--- src/rtl/apb_pkg.sv ---
// ----------------------------------------------------------------------------
// apb_pkg
//
// Purpose : shared definitions for the APB write master and its helpers:
//           default bus widths, error-counter width, access-timeout default,
//           and the transfer state encoding.
//
// Contents:
//   APB_ADDR_W, APB_DATA_W  default APB address / data widths
//   APB_ERR_CNT_W           default width of the saturating error counter
//   APB_TIMEOUT_CYCLES      default ACCESS-phase wait limit
//   apb_state_t             2-bit state type
//   IDLE / SETUP / ACCESS   state constants (plain localparams so the encoding
//                           stays visible to legacy tooling and waveforms)
// ----------------------------------------------------------------------------
package apb_pkg;

    localparam int APB_ADDR_W         = 32;
    localparam int APB_DATA_W         = 32;
    localparam int APB_ERR_CNT_W      = 8;
    localparam int APB_TIMEOUT_CYCLES = 256;

    typedef logic [1:0] apb_state_t;

    // IDLE   : bus quiet, psel = 0
    // SETUP  : psel = 1, penable = 0, one cycle only
    // ACCESS : psel = 1, penable = 1, held until pready (or abort)
    localparam apb_state_t IDLE   = 2'd0;
    localparam apb_state_t SETUP  = 2'd1;
    localparam apb_state_t ACCESS = 2'd2;

endpackage : apb_pkg

--- src/rtl/apb_write_master_if.sv ---
// ----------------------------------------------------------------------------
// apb_write_master_if
//
// Purpose : APB3 write-side bus bundle between a write master and a slave
//           (or interconnect). Only the signals a write-only master needs.
//
// Signals:
//   psel, penable, pwrite   master -> slave control
//   paddr  [ADDR_W]         master -> slave address
//   pwdata [DATA_W]         master -> slave write data
//   pready, pslverr         slave  -> master completion / error
//
// Modports:
//   master : drives the control/address/data, samples pready/pslverr
//   slave  : the mirror view
// ----------------------------------------------------------------------------
interface apb_write_master_if
    import apb_pkg::*;
#(
    parameter int ADDR_W = APB_ADDR_W,
    parameter int DATA_W = APB_DATA_W
) ();

    logic              psel;
    logic              penable;
    logic              pwrite;
    logic [ADDR_W-1:0] paddr;
    logic [DATA_W-1:0] pwdata;
    logic              pready;
    logic              pslverr;

    modport master (
        output psel,
        output penable,
        output pwrite,
        output paddr,
        output pwdata,
        input  pready,
        input  pslverr
    );

    modport slave (
        input  psel,
        input  penable,
        input  pwrite,
        input  paddr,
        input  pwdata,
        output pready,
        output pslverr
    );

endinterface : apb_write_master_if

--- src/rtl/apb_hold_reg.sv ---
// ----------------------------------------------------------------------------
// apb_hold_reg
//
// Purpose : one-entry valid/ready hold register for an address/data word.
//           A word is captured when in_valid && in_ready. The entry is freed
//           by pop; a word offered in the same cycle as pop is captured
//           straight away, so a consumer that pops every other cycle sees no
//           bubble. The stored address/data are kept after the entry is freed
//           (only hold_valid drops), which lets the consumer keep driving the
//           last value onto a bus without a separate register.
//
// Ports:
//   apb_clk, apb_reset        clock, synchronous active-high reset
//   in_addr, in_data          incoming word
//   in_valid / in_ready       upstream handshake (in_ready is combinational)
//   pop                       consumer has finished with the held word
//   hold_valid                entry occupied
//   hold_addr, hold_data      stored word (last captured value)
// ----------------------------------------------------------------------------
module apb_hold_reg #(
    parameter int ADDR_W = 32,
    parameter int DATA_W = 32
) (
    input  logic              apb_clk,
    input  logic              apb_reset,
    input  logic [ADDR_W-1:0] in_addr,
    input  logic [DATA_W-1:0] in_data,
    input  logic              in_valid,
    output logic              in_ready,
    input  logic              pop,
    output logic              hold_valid,
    output logic [ADDR_W-1:0] hold_addr,
    output logic [DATA_W-1:0] hold_data
);

    logic              hold_valid_reg;
    logic [ADDR_W-1:0] hold_addr_reg;
    logic [DATA_W-1:0] hold_data_reg;
    logic              accept;

    // Space is available when empty, or when the current word leaves this cycle.
    assign in_ready = !hold_valid_reg || pop;
    assign accept   = in_valid && in_ready;

    always_ff @(posedge apb_clk) begin
        if (apb_reset) begin
            hold_valid_reg <= 1'b0;
            hold_addr_reg  <= '0;
            hold_data_reg  <= '0;
        end else begin
            if (accept) begin
                hold_valid_reg <= 1'b1;
                hold_addr_reg  <= in_addr;
                hold_data_reg  <= in_data;
            end else if (pop) begin
                hold_valid_reg <= 1'b0;
            end
        end
    end

    assign hold_valid = hold_valid_reg;
    assign hold_addr  = hold_addr_reg;
    assign hold_data  = hold_data_reg;

endmodule : apb_hold_reg

--- src/rtl/apb_write_master.sv ---
// ----------------------------------------------------------------------------
// apb_write_master
//
// Purpose : turns the bridge's 32-bit address/data word stream (valid/ready)
//           into APB3 write transfers: SETUP, then ACCESS held until pready.
//           Slave errors (pslverr on the completing cycle) are counted in a
//           saturating counter and the failing address is recorded.
//
// Build option:
//   APB_TIMEOUT_EN  when defined, an ACCESS phase that sees no pready for
//                   TIMEOUT_CYCLES cycles is aborted, pulses timeout and is
//                   counted as an error. When undefined, ACCESS waits forever
//                   and timeout is tied low.
//
// Ports:
//   apb_clk, apb_reset        clock, synchronous active-high reset
//   in_addr, in_data          word from the bridge
//   in_valid / in_ready       word handshake (in_ready combinational)
//   apb                       APB bus, master modport
//   busy                      word held or transfer in progress
//   err_count                 saturating count of errored transfers
//   err_addr                  paddr of the most recent errored transfer
//   timeout                   one-cycle abort pulse (timeout build only)
// ----------------------------------------------------------------------------
module apb_write_master
    import apb_pkg::*;
#(
    parameter int ADDR_W         = APB_ADDR_W,
    parameter int DATA_W         = APB_DATA_W,
    parameter int ERR_CNT_W      = APB_ERR_CNT_W,
    parameter int TIMEOUT_CYCLES = APB_TIMEOUT_CYCLES
) (
    input  logic                 apb_clk,
    input  logic                 apb_reset,
    input  logic [ADDR_W-1:0]    in_addr,
    input  logic [DATA_W-1:0]    in_data,
    input  logic                 in_valid,
    output logic                 in_ready,
    apb_write_master_if.master   apb,
    output logic                 busy,
    output logic [ERR_CNT_W-1:0] err_count,
    output logic [ADDR_W-1:0]    err_addr,
    output logic                 timeout
);

    apb_state_t state_reg;
    apb_state_t state_next;

    logic              hold_valid;
    logic [ADDR_W-1:0] hold_addr;
    logic [DATA_W-1:0] hold_data;

    logic done;       // ACCESS completed by the slave
    logic abort;      // ACCESS given up on (timeout build only)
    logic pop;        // current word leaves the hold register
    logic accept;     // new word captured this cycle
    logic err_event;

    logic [ERR_CNT_W-1:0] err_count_reg;
    logic [ADDR_W-1:0]    err_addr_reg;

    // ------------------------------------------------------------------------
    // Hold register. It doubles as the address/data output register: its
    // contents cannot change during SETUP/ACCESS because in_ready is low there
    // until the completing cycle, and it keeps the last word once emptied.
    // ------------------------------------------------------------------------
    apb_hold_reg #(
        .ADDR_W (ADDR_W),
        .DATA_W (DATA_W)
    ) u_hold (
        .apb_clk    (apb_clk),
        .apb_reset  (apb_reset),
        .in_addr    (in_addr),
        .in_data    (in_data),
        .in_valid   (in_valid),
        .in_ready   (in_ready),
        .pop        (pop),
        .hold_valid (hold_valid),
        .hold_addr  (hold_addr),
        .hold_data  (hold_data)
    );

    assign accept = in_valid && in_ready;
    assign done   = (state_reg == ACCESS) && apb.pready;
    assign pop    = done || abort;

    // ------------------------------------------------------------------------
    // Optional ACCESS-phase watchdog
    // ------------------------------------------------------------------------
`ifdef APB_TIMEOUT_EN
    localparam int                WAIT_W    = $clog2(TIMEOUT_CYCLES + 1);
    localparam logic [WAIT_W-1:0] WAIT_LAST = WAIT_W'(TIMEOUT_CYCLES - 1);

    logic [WAIT_W-1:0] wait_cnt_reg;
    logic              timeout_reg;

    // pready on the final wait cycle takes priority: that is a normal completion.
    assign abort = (state_reg == ACCESS) && !apb.pready && (wait_cnt_reg == WAIT_LAST);

    always_ff @(posedge apb_clk) begin
        if (apb_reset) begin
            wait_cnt_reg <= '0;
            timeout_reg  <= 1'b0;
        end else begin
            timeout_reg <= abort;
            if (state_reg == SETUP) begin
                wait_cnt_reg <= '0;
            end else if ((state_reg == ACCESS) && !apb.pready && !abort) begin
                wait_cnt_reg <= wait_cnt_reg + WAIT_W'(1);
            end
        end
    end

    assign timeout = timeout_reg;
`else
    assign abort   = 1'b0;
    assign timeout = 1'b0;
`endif

    // ------------------------------------------------------------------------
    // Transfer FSM
    // ------------------------------------------------------------------------
    always_comb begin
        state_next = state_reg;
        case (state_reg)
            IDLE: begin
                if (hold_valid) begin
                    state_next = SETUP;
                end
            end
            SETUP: begin
                state_next = ACCESS;
            end
            ACCESS: begin
                // A word accepted on the completing cycle goes straight to
                // SETUP, keeping psel high for back-to-back transfers.
                if (pop) begin
                    state_next = accept ? SETUP : IDLE;
                end
            end
            default: begin
                state_next = IDLE;
            end
        endcase
    end

    always_ff @(posedge apb_clk) begin
        if (apb_reset) begin
            state_reg <= IDLE;
        end else begin
            state_reg <= state_next;
        end
    end

    // ------------------------------------------------------------------------
    // Error capture. pslverr only counts together with a completing pready;
    // an aborted access is counted as an error as well.
    // ------------------------------------------------------------------------
    assign err_event = (done && apb.pslverr) || abort;

    always_ff @(posedge apb_clk) begin
        if (apb_reset) begin
            err_count_reg <= '0;
            err_addr_reg  <= '0;
        end else if (err_event) begin
            if (err_count_reg != {ERR_CNT_W{1'b1}}) begin
                err_count_reg <= err_count_reg + ERR_CNT_W'(1);
            end
            err_addr_reg <= hold_addr;
        end
    end

    // ------------------------------------------------------------------------
    // Outputs. Control decodes straight from the state register; address and
    // data come from the hold register and therefore keep their last value
    // while idle.
    // ------------------------------------------------------------------------
    assign apb.psel    = (state_reg != IDLE);
    assign apb.penable = (state_reg == ACCESS);
    assign apb.pwrite  = (state_reg != IDLE);
    assign apb.paddr   = hold_addr;
    assign apb.pwdata  = hold_data;

    assign busy      = hold_valid || (state_reg != IDLE);
    assign err_count = err_count_reg;
    assign err_addr  = err_addr_reg;

endmodule : apb_write_master

--- src/flat_wrapper.sv ---
// flat-port wrapper written by rule: the top's interface ports become plain ports
module apb_write_master_flat import apb_pkg::*;
#(
    parameter int ADDR_W         = APB_ADDR_W,
    parameter int DATA_W         = APB_DATA_W,
    parameter int ERR_CNT_W      = APB_ERR_CNT_W,
    parameter int TIMEOUT_CYCLES = APB_TIMEOUT_CYCLES
)
  (apb_clk, apb_reset, in_addr, in_data, in_valid, in_ready, busy, err_count, err_addr, timeout, apb_psel, apb_penable, apb_pwrite, apb_paddr, apb_pwdata, apb_pready, apb_pslverr);
  apb_write_master_if #(.ADDR_W(ADDR_W), .DATA_W(DATA_W)) apb_i ();
  input  logic apb_clk;
  input  logic apb_reset;
  input  logic [ADDR_W-1:0] in_addr;
  input  logic [DATA_W-1:0] in_data;
  input  logic in_valid;
  output logic in_ready;
  output logic busy;
  output logic [ERR_CNT_W-1:0] err_count;
  output logic [ADDR_W-1:0] err_addr;
  output logic timeout;
  output wire logic [$bits(apb_i.psel)-1:0] apb_psel;
  output wire logic [$bits(apb_i.penable)-1:0] apb_penable;
  output wire logic [$bits(apb_i.pwrite)-1:0] apb_pwrite;
  output wire logic [$bits(apb_i.paddr)-1:0] apb_paddr;
  output wire logic [$bits(apb_i.pwdata)-1:0] apb_pwdata;
  input wire logic [$bits(apb_i.pready)-1:0] apb_pready;
  input wire logic [$bits(apb_i.pslverr)-1:0] apb_pslverr;
  assign apb_psel = apb_i.psel;
  assign apb_penable = apb_i.penable;
  assign apb_pwrite = apb_i.pwrite;
  assign apb_paddr = apb_i.paddr;
  assign apb_pwdata = apb_i.pwdata;
  assign apb_i.pready = apb_pready;
  assign apb_i.pslverr = apb_pslverr;
  apb_write_master #(.ADDR_W(ADDR_W), .DATA_W(DATA_W), .ERR_CNT_W(ERR_CNT_W), .TIMEOUT_CYCLES(TIMEOUT_CYCLES)) u_core (.apb_clk(apb_clk), .apb_reset(apb_reset), .in_addr(in_addr), .in_data(in_data), .in_valid(in_valid), .in_ready(in_ready), .apb(apb_i), .busy(busy), .err_count(err_count), .err_addr(err_addr), .timeout(timeout));
endmodule
--- config.mk ---
export PLATFORM = sky130hd
export DESIGN_NAME = apb_write_master_flat
export DESIGN_NICKNAME = d
export VERILOG_FILES = /design/src/rtl/apb_pkg.sv /design/src/rtl/apb_write_master_if.sv /design/src/rtl/apb_hold_reg.sv /design/src/rtl/apb_write_master.sv /design/src/flat_wrapper.sv
export SDC_FILE = /design/constraint.sdc
export NUM_CORES = 1
export LEC_CHECK = 0
export ABC_AREA = 1
export BUFFER_PORTS_ARGS = -buffer_cell sky130_fd_sc_hd__buf_2
export CORE_ASPECT_RATIO = 1.4
export CORE_MARGIN = 1.5
export CORE_UTILIZATION = 40
export DETAILED_ROUTE_END_ITERATION = 8
export GPL_TIMING_DRIVEN = 0
export HOLD_SLACK_MARGIN = 0.15
export PLACE_DENSITY = 0.7
export SETUP_SLACK_MARGIN = 0.2
export SYNTH_ARGS = -nofsm -noshare
export SYNTH_HDL_FRONTEND = slang
export SYNTH_SLANG_ARGS = --single-unit
--- constraint.sdc ---
create_clock -name apb_clk -period 2.1 [get_ports apb_clk]
set_clock_uncertainty 0.1 [all_clocks]
set_input_delay 0.105 -clock apb_clk [delete_from_list [all_inputs] [get_ports apb_clk]]
set_output_delay 0.105 -clock apb_clk [all_outputs]
set_load 0.02 [all_outputs]
==> impl_metrics.yaml, run 1 <==
run_status:
  status: "complete, no violations"
yosys:
  synth_edf_count: 0
  synth_top_area_share: 0.5440
  yosysMostFrequentCell: "nor2_1"
  avgSynthCellArea_um2: 7.736
  ys_top_cells_by_count: "nor2_1, dfxtp_1, o21ai_0"
  ys_types: 27
  synth-main-ff-cell: "dfxtp_1"
  ys_ff_latch: 107
  seq_area_frac_synth: 0.5440
  ys_top_cells_by_area: "dfxtp_1, nor2_1, o21ai_0, o21ai_1, nand2_1"
  yosysTopAreaCell: "dfxtp_1"
  synth_nets: 579
  async_flop_share: 0
  syn-cell-area_mm2: 0.003938
  yosys_warnings: 0
  synth_cells: 509
layout:
  synthToLayoutAreaGrowth_pct: 52.84
  final_cells: 905
  multi_input_area_mm2: 0.001550
  ff_latch_area_mm2: 0.002143
  fin_nets: 838
  drive_above_1_share: 0.2975
  utilization: 0.6327
  fill_cells: 819
  n_antenna_cell: 0
critical_path:
  reg2regPathDepth: 7
  timing.rr.start: "u_core.state_reg[1]$_SDFFE_PP0P_"
  cp_max_fo: 10
  worstPathCellList: "dlygate4sd3_1 -> buf_2 -> nand3_4 -> nand2_4 -> nand2_4 -> buf_6 -> o21ai_0 -> nor2_1 -> dlygate4sd3_1"
  worstSetupStartpointType: "input port"
  crit_slowest_cell: "dlygate4sd3_1"
  critPathCaptureType: "flip-flop"
  critical_path_class: "in2reg"
  arrival_ns: 1.94
  crit_start: "apb_pready"
  r2r_end: "u_core.u_hold.hold_data[31]$_SDFFE_PP0P_"
  required_ns: 2.23
  slowest_delay_ns: 0.54
  r2r_setup_slack_ns: 0.29
global_routing:
  busiest_layer: "met2"
  grt_max_degree: 18
  met2_usage: 0.4283
  grt_use_total: 0.2346
  grt_pass1_wl_um: 19210
  overflow: 0
  grt_pass1_vias: 4123
  antenna_found_initial: 0
  met1_usage: 0.2542
  met3_usage: 0.03549
power_and_ir_drop:
  leakage_nw: 3.022
  ir_drop_uv: 442.0
  p_per_area_mw_per_mm2: 813.8
hold_path:
  holdPathStages: 7
  min_to: "u_core.err_count[6]$_SDFFE_PP0P_"
  hold_start: "apb_pslverr"
  min_path_type: "in2reg"
place:
  dp.cells: 817
  post-place-ws_ns: 0.4954
  dp_hpwl_um: 8031
  routabilityCongestion: 0.8144
  port_buffers: 176
sta:
  finalSetupViolCount: 0
  slew_headroom: 0.6521
  setup_ws_ns: 0.2863
  rsz0062_at_grt: "false"
  tightestPinTransition_ns: 0.5219
  final.min_clock_period_ns: 1.814
  finalSetupTns_ns: 0
  drv_slew: 0
  fmax_ghz: 0.5514
  post-route-period-util: 0.8636
  final_hold_viol_count: 0
floorplan:
  design.die.area_mm2: 0.01046
  initial_core_util: 0.4140
  num_rows: 42
  ioPinCount: 179
  core_area_mm2: 0.009512
  die_w_um: 86.85
  die_h_um: 120.4
clock_network:
  cts.clk_slew.worst_paths_ns: 0.07
  clk_path_buf_depth: 2
  tritoncts: "built"
  clock_latency_ns: 0.34
  cts-htree-levels: 3
  clock-root-buffer: "clkbuf_16"
  numCtsBuffers: 9
  clock-sinks: 107
routing:
  drt_pass1_iterations: 4
  wire_per_inst_um: 13.58
  drtAntennaViolNets: 0
  via_per_inst: 4.756
  dr.first_iter.drc_count: 216
  wirelength_um: 12290
  drc: 0
  vias: 4304
flow_run:
  max_cap_viol_count: 0
-- placed cells by master (no fill, tap or decap), drive strengths merged --
master       count
nor2           209
buf            200
dfxtp          107
o21ai           96
dlygate4sd3     70
nand2           25
clkbuf          21
inv             15
nand3            8
a21oi            7
nand4            5
clkinv           4
or2              1
xor2             1
nand3b           1
ha               1
conb             1
bufinv           1
-- critical path: cells and delay by family --
kind,cells,cell delay (ns)
and+or+nand+nor,4,0.32
buffers and inverters,4,1.36
AOI/OAI and AO/OA,1,0.15
-- worst max path at each step --
stage	to	slack, ns	cells past startpoint
floorplan	u_core.err_count[4]$_SDFFE_PP0P_	0.57	8
finish	u_core.u_hold.hold_data[31]$_SDFFE_PP0P_	0.29	9
detailed placement	u_core.err_count[4]$_SDFFE_PP0P_	0.50	8
global placement	u_core.err_count[7]$_SDFFE_PP0P_	0.56	8
CTS	u_core.u_hold.hold_addr[9]$_SDFFE_PP0P_	0.24	7
global route	u_core.u_hold.hold_data[31]$_SDFFE_PP0P_	0.20	7
-- power breakdown --
group	total, mW	internal, mW	switching, mW
clock network	1.70	0.960	0.743
logic	0.935	0.387	0.548
registers	2.26	2.17	0.0886
total	4.90	3.52	1.38
-- stage by stage --
| step | power, mW | area [um^2] | hold slack, ns |
|---|---|---|---|
| floorplan | 2.804 | 3938 | 0.1507 |
| global placement | 3.091 | 4984 | 0.2372 |
| detailed placement | 3.112 | 4984 | 0.2460 |
| CTS | 4.905 | 5986 | 0.1770 |
| global route | 5.101 | 6018 | 0.2135 |
| finish | 4.898 | 6018 | 0.1801 |
-- area by class of cell --
class | instances | share of cell area
Tap cell | 132 | 0.02744
Inverter | 14 | 0.009148
Multi-Input combinational cell | 355 | 0.2576
Timing Repair Buffer | 248 | 0.2653
Clock buffer | 10 | 0.03971
Sequential cell | 107 | 0.3561
Buffer | 33 | 0.03430
Clock inverter | 6 | 0.01040
-- layer usage --
| metal | vias to the layer above | wire length (um) |
|---|---|---|
| met5 | - | 0 |
| met2 | 186 | 6344 |
| met4 | 0 | 516 |
| li1 | 2136 | - |
| met1 | 1935 | 4789 |
| met3 | 47 | 637 |
-- cell families after synthesis --
group | Yosys count | share of synthesized area
AND/OR/NAND/NOR | 249 | 0.2523
XOR/XNOR | 1 | 0.002225
flip-flops | 107 | 0.5440
adder cells (fa/ha/maj) | 1 | 0.003177
AO/OA/AOI/OAI | 103 | 0.1309
other | 1 | 0.0009524
buffers and inverters | 47 | 0.06641
-- what timing repair did --
| action | in CTS | in global routing |
|---|---|---|
| gates resized for setup | 0 | 7 |
| hold endpoints to repair | 72 | 0 |
| setup buffers | 0 | 2 |
| hold buffers | 70 | 0 |
| endpoints found under the setup margin | 0 | 4 |
No activity file was read; power rests on OpenSTA's default activity.
==> run 2: changes to the inputs <==
- CORE_MARGIN: 1.5 -> 5
==> run 2 against run 1 <==
Net effect:
- worst setup slack got worse by 0.0047 ns
- worst hold slack improved by 0.0078 ns
- routed wire length rose by 3.7%
- sequential share of layout area rose by 0.058 points
- power rose by 0.89%
- cell area fell by 0.10%
- largest power group unchanged
- count of clock-buffer cells in the layout rose by 1
- global-route usage fell by 2.0 points
- maximum frequency fell by 0.26%
- non-clock buffer count fell by 1
- critical path type unchanged
- combinational power fell by 0.6%
==> impl_metrics.yaml, run 2 (synthesized netlist as in run 1, its figures left out) <==
clock_network:
  cts-htree-levels: 3
  clock_latency_ns: 0.33
  clk_path_buf_depth: 2
  numCtsBuffers: 9
  clock-root-buffer: "clkbuf_16"
  tritoncts: "built"
  cts.clk_slew.worst_paths_ns: 0.07
  clock-sinks: 107
global_routing:
  grt_max_degree: 17
  overflow: 0
  antenna_found_initial: 0
  grt_use_total: 0.2143
  busiest_layer: "met2"
  met2_usage: 0.3785
  grt_pass1_vias: 4264
  met1_usage: 0.2408
  met3_usage: 0.03059
  grt_pass1_wl_um: 20440
run_status:
  status: "complete, no violations"
hold_path:
  hold_start: "apb_pslverr"
  min_to: "u_core.err_count[6]$_SDFFE_PP0P_"
  min_path_type: "in2reg"
  holdPathStages: 6
routing:
  vias: 4326
  drt_pass1_iterations: 4
  drc: 0
  drtAntennaViolNets: 0
  wirelength_um: 12750
  wire_per_inst_um: 14.10
  dr.first_iter.drc_count: 223
  via_per_inst: 4.785
place:
  placed_cell_area_mm2: 0.004984
  port_buffers: 176
  dp_hpwl_um: 8790
  routabilityCongestion: 0.8386
floorplan:
  core_area_mm2: 0.009564
  design.die.area_mm2: 0.01196
  die_w_um: 93.85
  die_h_um: 127.4
  ioPinCount: 179
  num_rows: 42
  initial_core_util: 0.4117
power_and_ir_drop:
  pwr-share-clk: 0.354
  switching_share: 0.2719
  power_frac_seq: 0.458
  pwr-share-comb: 0.188
  leakage_nw: 3.014
  p_int_mw: 3.598
  p_per_area_mw_per_mm2: 821.9
  power_switching_mw: 1.343
  ir_drop_uv: 490.3
sta:
  post-route-period-util: 0.8659
  final.min_clock_period_ns: 1.818
  fmax_ghz: 0.5499
  rsz0062_at_grt: "true"
  drv_slew: 0
  final_hold_viol_count: 0
  finalSetupTns_ns: 0
  finalSetupViolCount: 0
layout:
  drive_above_1_share: 0.2927
  final_common_cell: "nor2_1"
  fin_nets: 837
  layout_common_cells: "nor2_1, buf_2, dfxtp_1"
  utilization: 0.6286
  synthToLayoutAreaGrowth_pct: 52.69
  n_antenna_cell: 0
  fill_cells: 844
  design_area_mm2: 0.006012
critical_path:
  worstSetupStartpointType: "input port"
  reg2regPathDepth: 8
  arrival_ns: 1.94
  critical_path_class: "in2reg"
  timing.rr.start: "u_core.state_reg[0]$_SDFFE_PP0P_"
  r2r_end: "u_core.u_hold.hold_addr[8]$_SDFFE_PP0P_"
  cp_max_fo: 10
  critPathCaptureType: "flip-flop"
  r2r_setup_slack_ns: 0.31
  required_ns: 2.23
flow_run:
  max_cap_viol_count: 0
## run 2: power groups by stage
stage | clock [mW] | combinational (mW) | sequential [mW]
global placement | 0 | 0.801 | 2.30
CTS | 1.79 | 0.924 | 2.26
floorplan | 0 | 0.344 | 2.46
global route | 1.87 | 1.02 | 2.28
finish | 1.75 | 0.929 | 2.26
detailed placement | 0 | 0.814 | 2.30
## run 2: how the worst max path moves through the flow
stage,from,endpoint,slack (ns),cells after the start
3_5_place_dp,u_core.err_count[0]$_SDFFE_PP0P_,u_core.err_count[4]$_SDFFE_PP0P_,0.53,8
2_1_floorplan,u_core.err_count[0]$_SDFFE_PP0P_,u_core.err_count[4]$_SDFFE_PP0P_,0.57,8
3_3_place_gp,u_core.err_count[0]$_SDFFE_PP0P_,u_core.err_count[7]$_SDFFE_PP0P_,0.56,8
4_1_cts,u_core.state_reg[1]$_SDFFE_PP0P_,u_core.u_hold.hold_addr[8]$_SDFFE_PP0P_,0.22,7
6_report,apb_pready,u_core.u_hold.hold_addr[8]$_SDFFE_PP0P_,0.28,9
5_1_grt,apb_pready,u_core.u_hold.hold_addr[8]$_SDFFE_PP0P_,0.19,9
## run 2: area by class of cell
cell class              count  area [um^2]  share of cell area
multi-input cells         355         1539              0.2560
well taps                 132        165.2             0.02747
plain buffers              33        206.4             0.03434
inverters                  14        55.05            0.009157
clock inverters             5        77.57             0.01290
flip-flops and latches    107         2145              0.3567
clock buffers              11        232.7             0.03871
repair buffers            247         1592              0.2647
## run 2: timing repair
| action | in CTS | in global routing |
|---|---|---|
| hold buffers | 71 | 0 |
| endpoints found under the setup margin | 0 | 3 |
| hold endpoints to repair | 72 | 0 |
| buffers inserted | 0 | 0 |
| gates resized for setup | 0 | 6 |
## run 2: per-stage QoR
stage / hold slack, ns / power (mW) / cells / worst slack, ns
after floorplan: 0.1507 / 2.804 / 509 / 0.5665
after global placement: 0.2370 / 3.099 / 817 / 0.5602
after detailed placement: 0.2476 / 3.118 / 817 / 0.5267
after CTS: 0.1859 / 4.970 / 904 / 0.2205
after global routing: 0.2559 / 5.163 / 904 / 0.1874
final: 0.1880 / 4.941 / 904 / 0.2816
## run 2: per-layer routing
metal | routed length, um | vias to the layer above
li1 | - | 2139
met2 | 6476 | 177
met1 | 4991 | 1961
met3 | 665 | 49
met5 | 0 | -
met4 | 613 | 0
## run 2: worst max-delay path, cell delays in order
cell and delay [ns]:
dlygate4sd3_1 0.52, buf_2 0.12, nand3_2 0.13, nand2_4 0.12
nand2_4 0.07, buf_6 0.15, o21ai_1 0.12, nor2_1 0.05
dlygate4sd3_1 0.55
==> run 3: changes to the inputs <==
- CORE_UTILIZATION: 40 -> 44
- PLACE_DENSITY: 0.7 -> 0.76
==> run 3 against run 2 <==
Net effect:
- count of clock-buffer cells in the layout stayed put
- final cell count is 3.2% lower
- global-route usage is 2.2 points higher
- maximum frequency is 0.74% higher
- sequential cell count stayed put
- sequential share of layout area hardly changed
- worst hold slack worse by 0.019 ns
- register-to-register slack hardly changed
- die area is 8.3% lower
- non-clock buffer count is 1 lower
==> impl_metrics.yaml, run 3 (synthesized netlist as in run 1, its figures left out) <==
run_status:
  status: "complete, no violations"
critical_path:
  reg2regPathDepth: 8
  critPathCaptureType: "flip-flop"
  critical_path_class: "in2reg"
  r2r_end: "u_core.u_hold.hold_addr[8]$_SDFFE_PP0P_"
  worstSetupStartpointType: "input port"
  arrival_ns: 1.93
  slowest_delay_ns: 0.55
  required_ns: 2.22
  worstPathCellList: "dlygate4sd3_1 -> buf_2 -> nand3_4 -> nand2_4 -> nand2_4 -> buf_6 -> o21ai_0 -> nor2_1 -> dlygate4sd3_1"
  r2r_setup_slack_ns: 0.30
  cp_max_fo: 10
  crit_slowest_cell: "dlygate4sd3_1"
  timing.rr.start: "u_core.state_reg[0]$_SDFFE_PP0P_"
clock_network:
  clk_path_buf_depth: 2
  clock-sinks: 107
  cts-htree-levels: 3
  clock-root-buffer: "clkbuf_16"
  cts.clk_slew.worst_paths_ns: 0.06
  numCtsBuffers: 9
  post_cts_buffers: 0
  clock_latency_ns: 0.34
  tritoncts: "built"
global_routing:
  overflow: 0
  grt_pass1_vias: 4419
  grt_use_total: 0.2368
  antenna_found_initial: 0
  grt_pass1_wl_um: 21130
  grt_max_degree: 17
place:
  port_buffers: 176
  dp.cells: 790
  post-place-ws_ns: 0.5188
  routabilityCongestion: 0.8717
  dp_hpwl_um: 8556
sta:
  finalSetupTns_ns: 0
  fmax_ghz: 0.5540
  finalSetupViolCount: 0
  post-route-period-util: 0.8595
  final.min_clock_period_ns: 1.805
  rsz0062_at_grt: "true"
  hold_ws_ns: 0.1693
  final_hold_viol_count: 0
  setup_ws_ns: 0.2950
  drv_slew: 0
routing:
  vias: 4344
  drtAntennaViolNets: 0
  drc: 0
  dr.first_iter.drc_count: 242
  wire_per_inst_um: 15.05
  drt_pass1_iterations: 4
  wirelength_um: 13170
  via_per_inst: 4.965
floorplan:
  die_h_um: 121.9
  core_area_mm2: 0.008658
  num_rows: 40
  ioPinCount: 179
  die_w_um: 89.95
  design.die.area_mm2: 0.01097
  initial_core_util: 0.4548
layout:
  fin_nets: 836
  synthToLayoutAreaGrowth_pct: 52.53
  n_antenna_cell: 0
  fill_cells: 688
  utilization: 0.6936
  final_cells: 875
  drive_above_1_share: 0.2922
  final_common_cell: "nor2_1"
  layout_common_cells: "nor2_1, buf_2, dfxtp_1"
power_and_ir_drop:
  p_int_mw: 3.749
  pwr-share-clk: 0.374
  power_switching_mw: 1.368
  ir_drop_uv: 814.6
  leakage_nw: 3.025
  pwr-share-comb: 0.184
  power_frac_seq: 0.442
  p_per_area_mw_per_mm2: 851.9
  switching_share: 0.2673
hold_path:
  hold_start: "apb_pslverr"
  holdPathStages: 6
  min_to: "u_core.err_count[6]$_SDFFE_PP0P_"
  min_path_type: "in2reg"
flow_run:
  max_cap_viol_count: 0
run 3: changes by cell type in the layout (fill, tap and decap cells not counted):
| cell | before | now |
|---|---|---|
| nand3_2 | 1 | 0 |
| nand3_4 | 0 | 1 |
| clkinv_2 | 2 | 0 |
| dlygate4sd3_1 | 71 | 70 |
| dfxtp_1 | 105 | 106 |
| clkbuf_1 | 12 | 11 |
| clkbuf_8 | 0 | 1 |
| dfxtp_2 | 2 | 1 |
| clkinvlp_4 | 1 | 0 |
| bufinv_16 | 2 | 3 |
| clkinv_4 | 0 | 1 |
run 3: layout make-up:
type | count | area [um^2] | area share
well taps | 105 | 131.4 | 0.02188
plain buffers | 33 | 206.4 | 0.03438
inverters | 14 | 55.05 | 0.009167
multi-input cells | 355 | 1546 | 0.2575
flip-flops and latches | 107 | 2143 | 0.3569
clock inverters | 4 | 98.84 | 0.01646
clock buffers | 11 | 242.7 | 0.04042
repair buffers | 246 | 1582 | 0.2633
run 3: routing by layer:
layer  vias up  global-route usage  wire length (um)
li1       2129                   -                 -
met3        60             0.05435               769
met4         0              0.1583               705
met2       178              0.4167              6735
met5         -                   0                 0
met1      1977              0.2514              4960
run 3: how the worst max path moves through the flow:
stage,from,endpoint,cells past startpoint
after floorplan,u_core.err_count[0]$_SDFFE_PP0P_,u_core.err_count[4]$_SDFFE_PP0P_,8
after global placement,u_core.err_count[0]$_SDFFE_PP0P_,u_core.err_count[7]$_SDFFE_PP0P_,8
after detailed placement,u_core.err_count[0]$_SDFFE_PP0P_,u_core.err_count[7]$_SDFFE_PP0P_,8
after CTS,u_core.state_reg[1]$_SDFFE_PP0P_,u_core.u_hold.hold_addr[9]$_SDFFE_PP0P_,7
after global routing,u_core.state_reg[0]$_SDFFE_PP0P_,u_core.u_hold.hold_data[31]$_SDFFE_PP0P_,8
final,apb_pready,u_core.u_hold.hold_addr[8]$_SDFFE_PP0P_,9
run 3: worst max-delay path: cells and delay by family:
kind / cells / cell delay, ns
buffers and inverters: 4 / 1.35
AO/OA/AOI/OAI: 1 / 0.14
AND/OR/NAND/NOR: 4 / 0.31
run 3: per-stage QoR:
step                      power, mW  area, um^2
after floorplan               2.804        3938
after global placement        3.092        4950
after detailed placement      3.117        4950
after CTS                     5.120        5992
after global routing          5.312        6006
final                         5.117        6006
run 3: repair_timing:
action / in CTS / in global routing
hold buffers: 70 / 0
gates resized for setup: 0 / 6
endpoints found under the hold margin: 72 / 0
setup endpoints to repair: 0 / 4
run 3: power groups by stage:
stage | Combinational, mW | Clock (mW) | Sequential [mW]
2_1_floorplan | 0.344 | 0 | 2.46
3_3_place_gp | 0.797 | 0 | 2.30
3_5_place_dp | 0.817 | 0 | 2.30
4_1_cts | 0.926 | 1.94 | 2.25
5_1_grt | 1.02 | 2.01 | 2.28
6_report | 0.940 | 1.92 | 2.26
